<file path="src/rtl/soc_dma_pkg.sv">
// Shared definitions for the soc memory-to-memory DMA initiator:
// FSM state encoding and bus write-strobe constants.
package soc_dma_pkg;

    typedef enum logic [2:0] {
        IDLE,
        RD,
        RGAP,
        WR,
        WGAP,
        DONE
    } dma_state_t;

    localparam logic [3:0] WSTRB_READ = 4'h0;
    localparam logic [3:0] WSTRB_WORD = 4'hF;

endpackage

</file>
<file path="src/rtl/soc_mem_dma.sv">
// Word-copy DMA initiator on the soc valid/ready memory bus (read, gap, write, gap per word).
// Optional macro SOC_DMA_FILL_EN adds a fill mode that writes a constant without reading.
module soc_mem_dma
    import soc_dma_pkg::*;
#(
    parameter int AW = 10,
    parameter int LW = 11
) (
    input  logic          clk,
    input  logic          resetn,
    input  logic          start,
    input  logic [AW-1:0] src_addr,
    input  logic [AW-1:0] dst_addr,
    input  logic [LW-1:0] len,
`ifdef SOC_DMA_FILL_EN
    input  logic          fill,
    input  logic [31:0]   fill_data,
`endif
    output logic          busy,
    output logic          done,
    output logic          mem_valid,
    input  logic          mem_ready,
    output logic [AW-1:0] mem_addr,
    output logic [31:0]   mem_wdata,
    output logic [3:0]    mem_wstrb,
    input  logic [31:0]   mem_rdata
);

    dma_state_t    state_q, state_d;
    logic [AW-1:0] src_q;
    logic [AW-1:0] dst_q;
    logic [LW-1:0] rem_q;
    logic [31:0]   wdata_q;
    logic          fill_mode;
    logic          fill_req;

`ifdef SOC_DMA_FILL_EN
    logic fill_q;
    assign fill_mode = fill_q;
    assign fill_req  = fill;
`else
    assign fill_mode = 1'b0;
    assign fill_req  = 1'b0;
`endif

    assign mem_wdata = wdata_q;

    always_comb begin
        state_d   = state_q;
        busy      = 1'b0;
        done      = 1'b0;
        mem_valid = 1'b0;
        mem_wstrb = WSTRB_READ;
        mem_addr  = '0;
        case (state_q)
            IDLE: begin
                if (start) begin
                    if (len == '0)    state_d = DONE;
                    else if (fill_req) state_d = WR;
                    else               state_d = RD;
                end
            end
            RD: begin
                busy      = 1'b1;
                mem_valid = 1'b1;
                mem_addr  = src_q;
                if (mem_ready) state_d = RGAP;
            end
            // Gap cycles ignore mem_ready: the responder may re-ack here.
            RGAP: begin
                busy    = 1'b1;
                state_d = WR;
            end
            WR: begin
                busy      = 1'b1;
                mem_valid = 1'b1;
                mem_wstrb = WSTRB_WORD;
                mem_addr  = dst_q;
                if (mem_ready) state_d = WGAP;
            end
            WGAP: begin
                busy = 1'b1;
                if (rem_q == '0)    state_d = DONE;
                else if (fill_mode) state_d = RGAP;
                else                state_d = RD;
            end
            DONE: begin
                done    = 1'b1;
                state_d = IDLE;
            end
            default: state_d = IDLE;
        endcase
    end

    always_ff @(posedge clk) begin
        if (!resetn) begin
            state_q <= IDLE;
            src_q   <= '0;
            dst_q   <= '0;
            rem_q   <= '0;
            wdata_q <= '0;
`ifdef SOC_DMA_FILL_EN
            fill_q  <= 1'b0;
`endif
        end else begin
            state_q <= state_d;
            if (state_q == IDLE && start && len != '0) begin
                src_q <= src_addr;
                dst_q <= dst_addr;
                rem_q <= len;
`ifdef SOC_DMA_FILL_EN
                fill_q <= fill;
                if (fill) wdata_q <= fill_data;
`endif
            end
            if (state_q == RD && mem_ready) wdata_q <= mem_rdata;
            // Address counters wrap naturally modulo 2^AW.
            if (state_q == WR && mem_ready) begin
                rem_q <= rem_q - LW'(1);
                src_q <= src_q + AW'(1);
                dst_q <= dst_q + AW'(1);
            end
        end
    end

endmodule

</file>
<file path="config.mk">
export PLATFORM = sky130hd
export DESIGN_NAME = soc_mem_dma
export DESIGN_NICKNAME = d
export VERILOG_FILES = /design/src/rtl/soc_dma_pkg.sv /design/src/rtl/soc_mem_dma.sv
export SDC_FILE = /design/constraint.sdc
export NUM_CORES = 1
export LEC_CHECK = 0
export ABC_AREA = 1
export CAP_MARGIN = 5
export CORE_MARGIN = 2
export CORE_UTILIZATION = 42
export CTS_CLUSTER_SIZE = 25
export DETAILED_ROUTE_END_ITERATION = 10
export PLACE_DENSITY = 0.77
export SLEW_MARGIN = 15
export SYNTH_ARGS = -nofsm -noshare
export SYNTH_HDL_FRONTEND = slang
export SYNTH_SLANG_ARGS = --single-unit
</file>
<file path="constraint.sdc">
create_clock -name clk -period 1.4 [get_ports clk]
set_input_delay 0.35 -clock clk [delete_from_list [all_inputs] [get_ports clk]]
set_output_delay 0.35 -clock clk [all_outputs]
set_load 0.1 [all_outputs]
</file>
==> results of run 1 <==
## cells in the mapped netlist, drive strengths merged
cell type,count,area share
or2,1,0.0018
nor3,4,0.0072
ha,4,0.014
nand2,114,0.13
o211a,2,0.0057
a31oi,1,0.0018
nor2,113,0.13
inv,50,0.054
nand4,6,0.013
o211ai,1,0.0022
clkbuf,9,0.0097
xor2,1,0.0025
xnor2,2,0.0050
a211oi,2,0.0043
o21ai,47,0.067
a22o,3,0.0075
o22ai,7,0.013
and3,1,0.0018
dfxtp,66,0.38
a21oi,22,0.032
clkinv,1,0.0011
buf,19,0.031
nand3,66,0.095
## state kept, by name, indices dropped and copies added, names as in the netlist
register and count:
src_q 10, mem_wdata 32, state_q 3, dst_q 10
rem_q 11
## where the power goes
part,total (W),internal (W),switching (W)
clock,0.00169,0.000921,0.000765
combinational,0.00411,0.00164,0.00247
sequential,0.00240,0.00211,0.000285
total,0.00820,0.00467,0.00352
## cell families after synthesis
| logic type | count (synthesis) |
|---|---|
| AOI/OAI and AO/OA | 85 |
| adders and majority gates | 4 |
| buffers and inverters | 79 |
| and+or+nand+nor | 305 |
| DFF | 66 |
| xor gates and xnor gates | 3 |
## per-stage QoR
stage / hold slack (ps) / setup slack [ps] / total power [W] / area [µm²]
floorplan: 471 / -668 / 0.00437 / 3680
global placement: 485 / -389 / 0.00560 / 5690
detailed placement: 492 / -414 / 0.00566 / 5690
CTS: 377 / -433 / 0.00774 / 6400
global route: 356 / -490 / 0.00848 / 6780
finish: 330 / -445 / 0.00820 / 6780
## layout make-up
class	instances	area, µm²
well taps	105	131
clock buffers	14	163
multi-input cells	401	2540
repair buffers	180	2360
inverters	51	218
flip-flops and latches	66	1340
clock inverters	2	35.0
fillers	411	1360
## repair_timing
action,in CTS,in global routing
setup endpoints to repair,82,82
gates cloned,8,0
setup buffers,11,8
hold buffers,0,0
pin swaps,17,36
resized for setup,84,88
## metal layers
| layer | GRT usage | wire length (µm) | vias to the layer above | part of all wire |
|---|---|---|---|---|
| met1 | 0.344 | 5330 | 2126 | 0.35 |
| met4 | 0.152 | 839 | 0 | 0.056 |
| met2 | 0.505 | 7120 | 343 | 0.47 |
| li1 | - | - | 2099 | - |
| met3 | 0.0941 | 1750 | 92 | 0.12 |
| met5 | 0 | 0 | - | 0 |
## path summary, 6_finish.rpt
kind / endpoint / slack [ps]
worst min-delay path: rem_q[0]$_SDFFE_PN0P_ / 330
worst max-delay path: mem_addr[4] / -440
worst max register to register: rem_q[5]$_SDFFE_PN0P_ / -350
worst min register to register: rem_q[7]$_SDFFE_PN0P_ / 520
## worst max-delay path, cell delays in order, from the launching register on
cell        delay (ps)
dfxtp_4            390
inv_4               50
nand3_4             90
clkinvlp_4         160
a22o_4             290
buf_12             160
==> metrics, run 1 <==
PnR worst setup slack=-445 ps; relative slew slack=0.729; crit path launch=state_q[2]$_SDFFE_PN0P_; port bufs=115; root buf cell=clkbuf_8; clock skew=13.4 ps; core area=just over 8000 µm²; placed insts=between 700 and 800; H-tree level count=3; syn_nets=613; Non-Filler Instances=819; static leakage=2.97 nW; # IOs=between 100 and 150; drc violations=0; final worst path period need=1840 ps; Final Hold Viols=0; maximum clock rate=approximately 0.54 GHz; share of cells above drive strength 1=0.357; worst ir drop on vdd=0.779 mV; global route overflow=0; Adder-Cell Fraction of Synth Area=0.0143; routability cong.=0.915; Worst-Margin Slew=402 ps; Setup-failing EPs final=between 80 and 90; Synth Area in Compound Gates=0.133; Required @ worst endpoint=1050 ps; dpl hpwl=between 8000 and 9000 µm; R2R depth=11; WL/cell=18.4 µm; number of synthesized register bits=66; Layout area overhead=94.3%; RSZ-0062 raised after global routing=yes; commonest non-fill, non-tap cell in the layout=nor2_1; Synth Instances=542; Pre-antenna DRT Iters=7; commonest non-fill, non-tap cells in the layout=nor2_1 (90), nand2_1 (89), dfxtp_1 (61); Tightest Hold Check Type=input pin to register; Antenna Nets Post-Route=0; initial antenna violation count=0; Crit Reg-Reg Startpoint=state_q[1]$_SDFFE_PN0P_; Setup TNS=-19,770 ps; final core occ=0.833; Final Max Tran Viols=0; First DRT Iteration DRCs=roughly 360; crit start category=register; cell count of the worst hold path=3; Synth cell types=34; clock buffer depth=2; largest net degree at the start of global routing=35; fraction of synthesized area in multiplexers=0; ant diodes=0; Synth Warn #=0; Synth Area in Simple Gates=0.371; PD cells=1210 nW/µm²; Max-cap violations=0; Vias=4,660; WS Path Type=register to primary output; sequential area share after synthesis=0.379; failing checks=setup timing; Via-to-Cell Ratio=5.69; Mapped Area=3490 µm²; TritonCTS clock tree=built; first-pass GRT wire length=21,100 µm; vias in the first global route=4,405; Crit Path Max Fanout=4; crit path DAT=1490 ps; Worst-Skew Late Latency=360 ps; Total Nets Final=780; Die W=about 95 µm; largest family of logic cells by synthesized area=simple AND/OR/NAND/NOR gates; Die Ht=~95 µm; global-route usage over all layers=0.301; Final period util=1.32; Critical Path End Type=primary output; Initial Utilization=0.429; clock transition at the registers of the reported paths=70 ps; row count=33; Clock Sinks=66; total CTS buffers=9; syn avg cell area=6.44 µm²; hold_sp=len[0]; die area=9050 µm²; Synth Area in XOR/XNOR=0.00753; outcome=complete, but fails checks; Total Routed Length=15,000 µm
Note: power is estimated with default switching activity, not from simulation.
==> run 2, diff against run 1 <==
--- a/config.mk
+++ b/config.mk
@@ -8,10 +8,10 @@
 export ABC_AREA = 1
 export CAP_MARGIN = 5
 export CORE_MARGIN = 2
-export CORE_UTILIZATION = 42
+export CORE_UTILIZATION = 40
 export CTS_CLUSTER_SIZE = 25
 export DETAILED_ROUTE_END_ITERATION = 10
-export PLACE_DENSITY = 0.77
+export PLACE_DENSITY = 0.74
 export SLEW_MARGIN = 15
 export SYNTH_ARGS = -nofsm -noshare
 export SYNTH_HDL_FRONTEND = slang
==> run 2 against run 1 <==
  * The run still ends with setup timing left
  * Critical path depth unchanged
  * Via count is 3.8% higher
  * Sequential share of layout area decreased by 1.0 points
  * Design area up 5.3%
  * Clock-buffer cell count fell by 2
  * Worst setup slack lost 16 ps
  * Fmax decreased by 0.86%
  * Non-clock buffer count grew 20
  * First-iteration DRC count rose by 31%
  * Routed wire length increased by 8.0%
  * Global-route usage rose by 1.9 points
  * Critical path type unchanged
  * Largest cell class is now buffers
==> metrics, run 2 (synthesis results as in run 1) <==
crit start category=register; Crit Reg-Reg Endpoint=dst_q[3]$_SDFFE_PN0P_; Critical Path End Type=primary output; worst setup path endpoint=mem_addr[3]; initial antenna violation count=0; # IOs=about 120; crit path cell chain=nor3_4 -> buf_6 -> inv_8 -> o22ai_4 -> buf_12; total CTS buffers=9; setup slack, reg-to-reg=-410 ps; ant diodes=0; clock skew=just under 20 ps; final worst path period need=1860 ps; Vias=4,839; Final Max Tran Viols=0; Die W=97.4 µm; Max-cap violations=0; critical path's slowest cell=dfxtp_4; final core occ=0.830; Top delay family on crit path=buffers and inverters; failing checks=setup timing; share of cells above drive strength 1=0.381; crit path DAT=1510 ps; Layout area overhead=105%; outcome=complete, but fails checks; first-pass GRT wire length=24,500 µm; PD cells=1180 nW/µm²; Crit Path Max Fanout=6; crit path launch=state_q[2]$_SDFFE_PN0P_; commonest non-fill, non-tap cell in the layout=nand2_1; Initial Utilization=0.406; WS Path Type=register to primary output; root buf cell=clkbuf_8; maximum clock rate=0.537 GHz; Final period util=1.33; Die Ht=between 90 and 100 µm; dpl hpwl=slightly below 9000 µm; routability cong.=0.984; clock buffer depth=2; TritonCTS clock tree=built; First DRT Iteration DRCs=470; Non-Filler Instances=between 800 and 900; drc violations=0; port bufs=115; crit path buf inv count=3; vias in the first global route=4,935; Total Nets Final=800; max FFs per register=32; Setup TNS=-22,850 ps; stages on the worst setup path=5; global route overflow=0; hold slack=about 520 ps; Antenna Nets Post-Route=0; largest net degree at the start of global routing=21; hold-fix buffer count after cts=0; die area=9480 µm²; Final Hold Viols=0; worst ir drop on vdd=0.842 mV; WL/cell=19.3 µm; relative slew slack=0.678; row count=34; Clock Sinks=66; Worst-Skew Late Latency=340 ps; Worst-Margin Slew=around 480 ps; RSZ-0062 raised after global routing=yes; commonest non-fill, non-tap cells in the layout=nand2_1 (89), nor2_1 (87), dfxtp_1 (63), clkdlybuf4s50_1 (63), buf_12 (60); Total Routed Length=16,200 µm; Tightest Hold Check Type=register to register; global-route usage over all layers=0.320; H-tree level count=3; Worst path max stage delay=370 ps; placed insts=795; Crit Reg-Reg Startpoint=state_q[2]$_SDFFE_PN0P_; Required @ worst endpoint=1050 ps; R2R depth=8; Setup-failing EPs final=80; Via-to-Cell Ratio=5.75; Pre-antenna DRT Iters=7; PnR worst setup slack=-461 ps; core area=between 8000 and 9000 µm²; clock transition at the registers of the reported paths=around 80 ps; static leakage=3.09 nW
[run 2: where the power goes]
part | switching (W) | internal [W]
logic | 0.00253 | 0.00176
clock network | 0.000791 | 0.000976
registers | 0.000274 | 0.00211
[run 2: per-stage QoR]
step	area [µm²]	setup slack [ps]	total power, W
2_1_floorplan	3680	-668	0.00437
3_3_place_gp	5790	-397	0.00565
3_5_place_dp	5790	-440	0.00572
4_1_cts	6860	-423	0.00806
5_1_grt	7140	-523	0.00874
6_report	7140	-461	0.00843
[run 2: worst min-delay path, cell delays in order, from the launching register on]
cell	delay (ps)
dfxtp_1	340
nor2_2	100
nor2_1	50
[run 2: cell type report]
type | count | area (µm²)
Tap cell | 108 | 135
Multi-Input combinational cell | 400 | 2560
Inverter | 51 | 215
Clock buffer | 12 | 166
Fill cell | 459 | 1460
Clock inverter | 4 | 47.5
Timing Repair inverter | 1 | 6.26
Timing Repair Buffer | 200 | 2680
Sequential cell | 66 | 1330
[run 2: repair_timing]
| action | in CTS | in global routing |
|---|---|---|
| gates cloned | 13 | 0 |
| pin swaps | 32 | 31 |
| setup endpoints to repair | 83 | 83 |
| setup buffers | 17 | 8 |
| resized for setup | 117 | 79 |
[run 2: how the worst min path moves through the flow]
stage	startpoint	to	slack [ps]	cells after the start
floorplan	rem_q[7]$_SDFFE_PN0P_	rem_q[7]$_SDFFE_PN0P_	470	2
global placement	rem_q[10]$_SDFFE_PN0P_	rem_q[10]$_SDFFE_PN0P_	490	2
detailed placement	rem_q[10]$_SDFFE_PN0P_	rem_q[10]$_SDFFE_PN0P_	500	2
CTS	rem_q[10]$_SDFFE_PN0P_	rem_q[10]$_SDFFE_PN0P_	490	2
global route	rem_q[3]$_SDFFE_PN0P_	rem_q[3]$_SDFFE_PN0P_	530	2
finish	rem_q[3]$_SDFFE_PN0P_	rem_q[3]$_SDFFE_PN0P_	520	2
[run 2: layer usage]
metal  vias to the layer above  share of wire  GRT usage
li1                       2141              -          -
met1                      2232           0.34      0.364
met2                       370           0.48      0.532
met3                        96           0.12      0.117
met4                         0          0.056      0.150
met5                         -              0          0
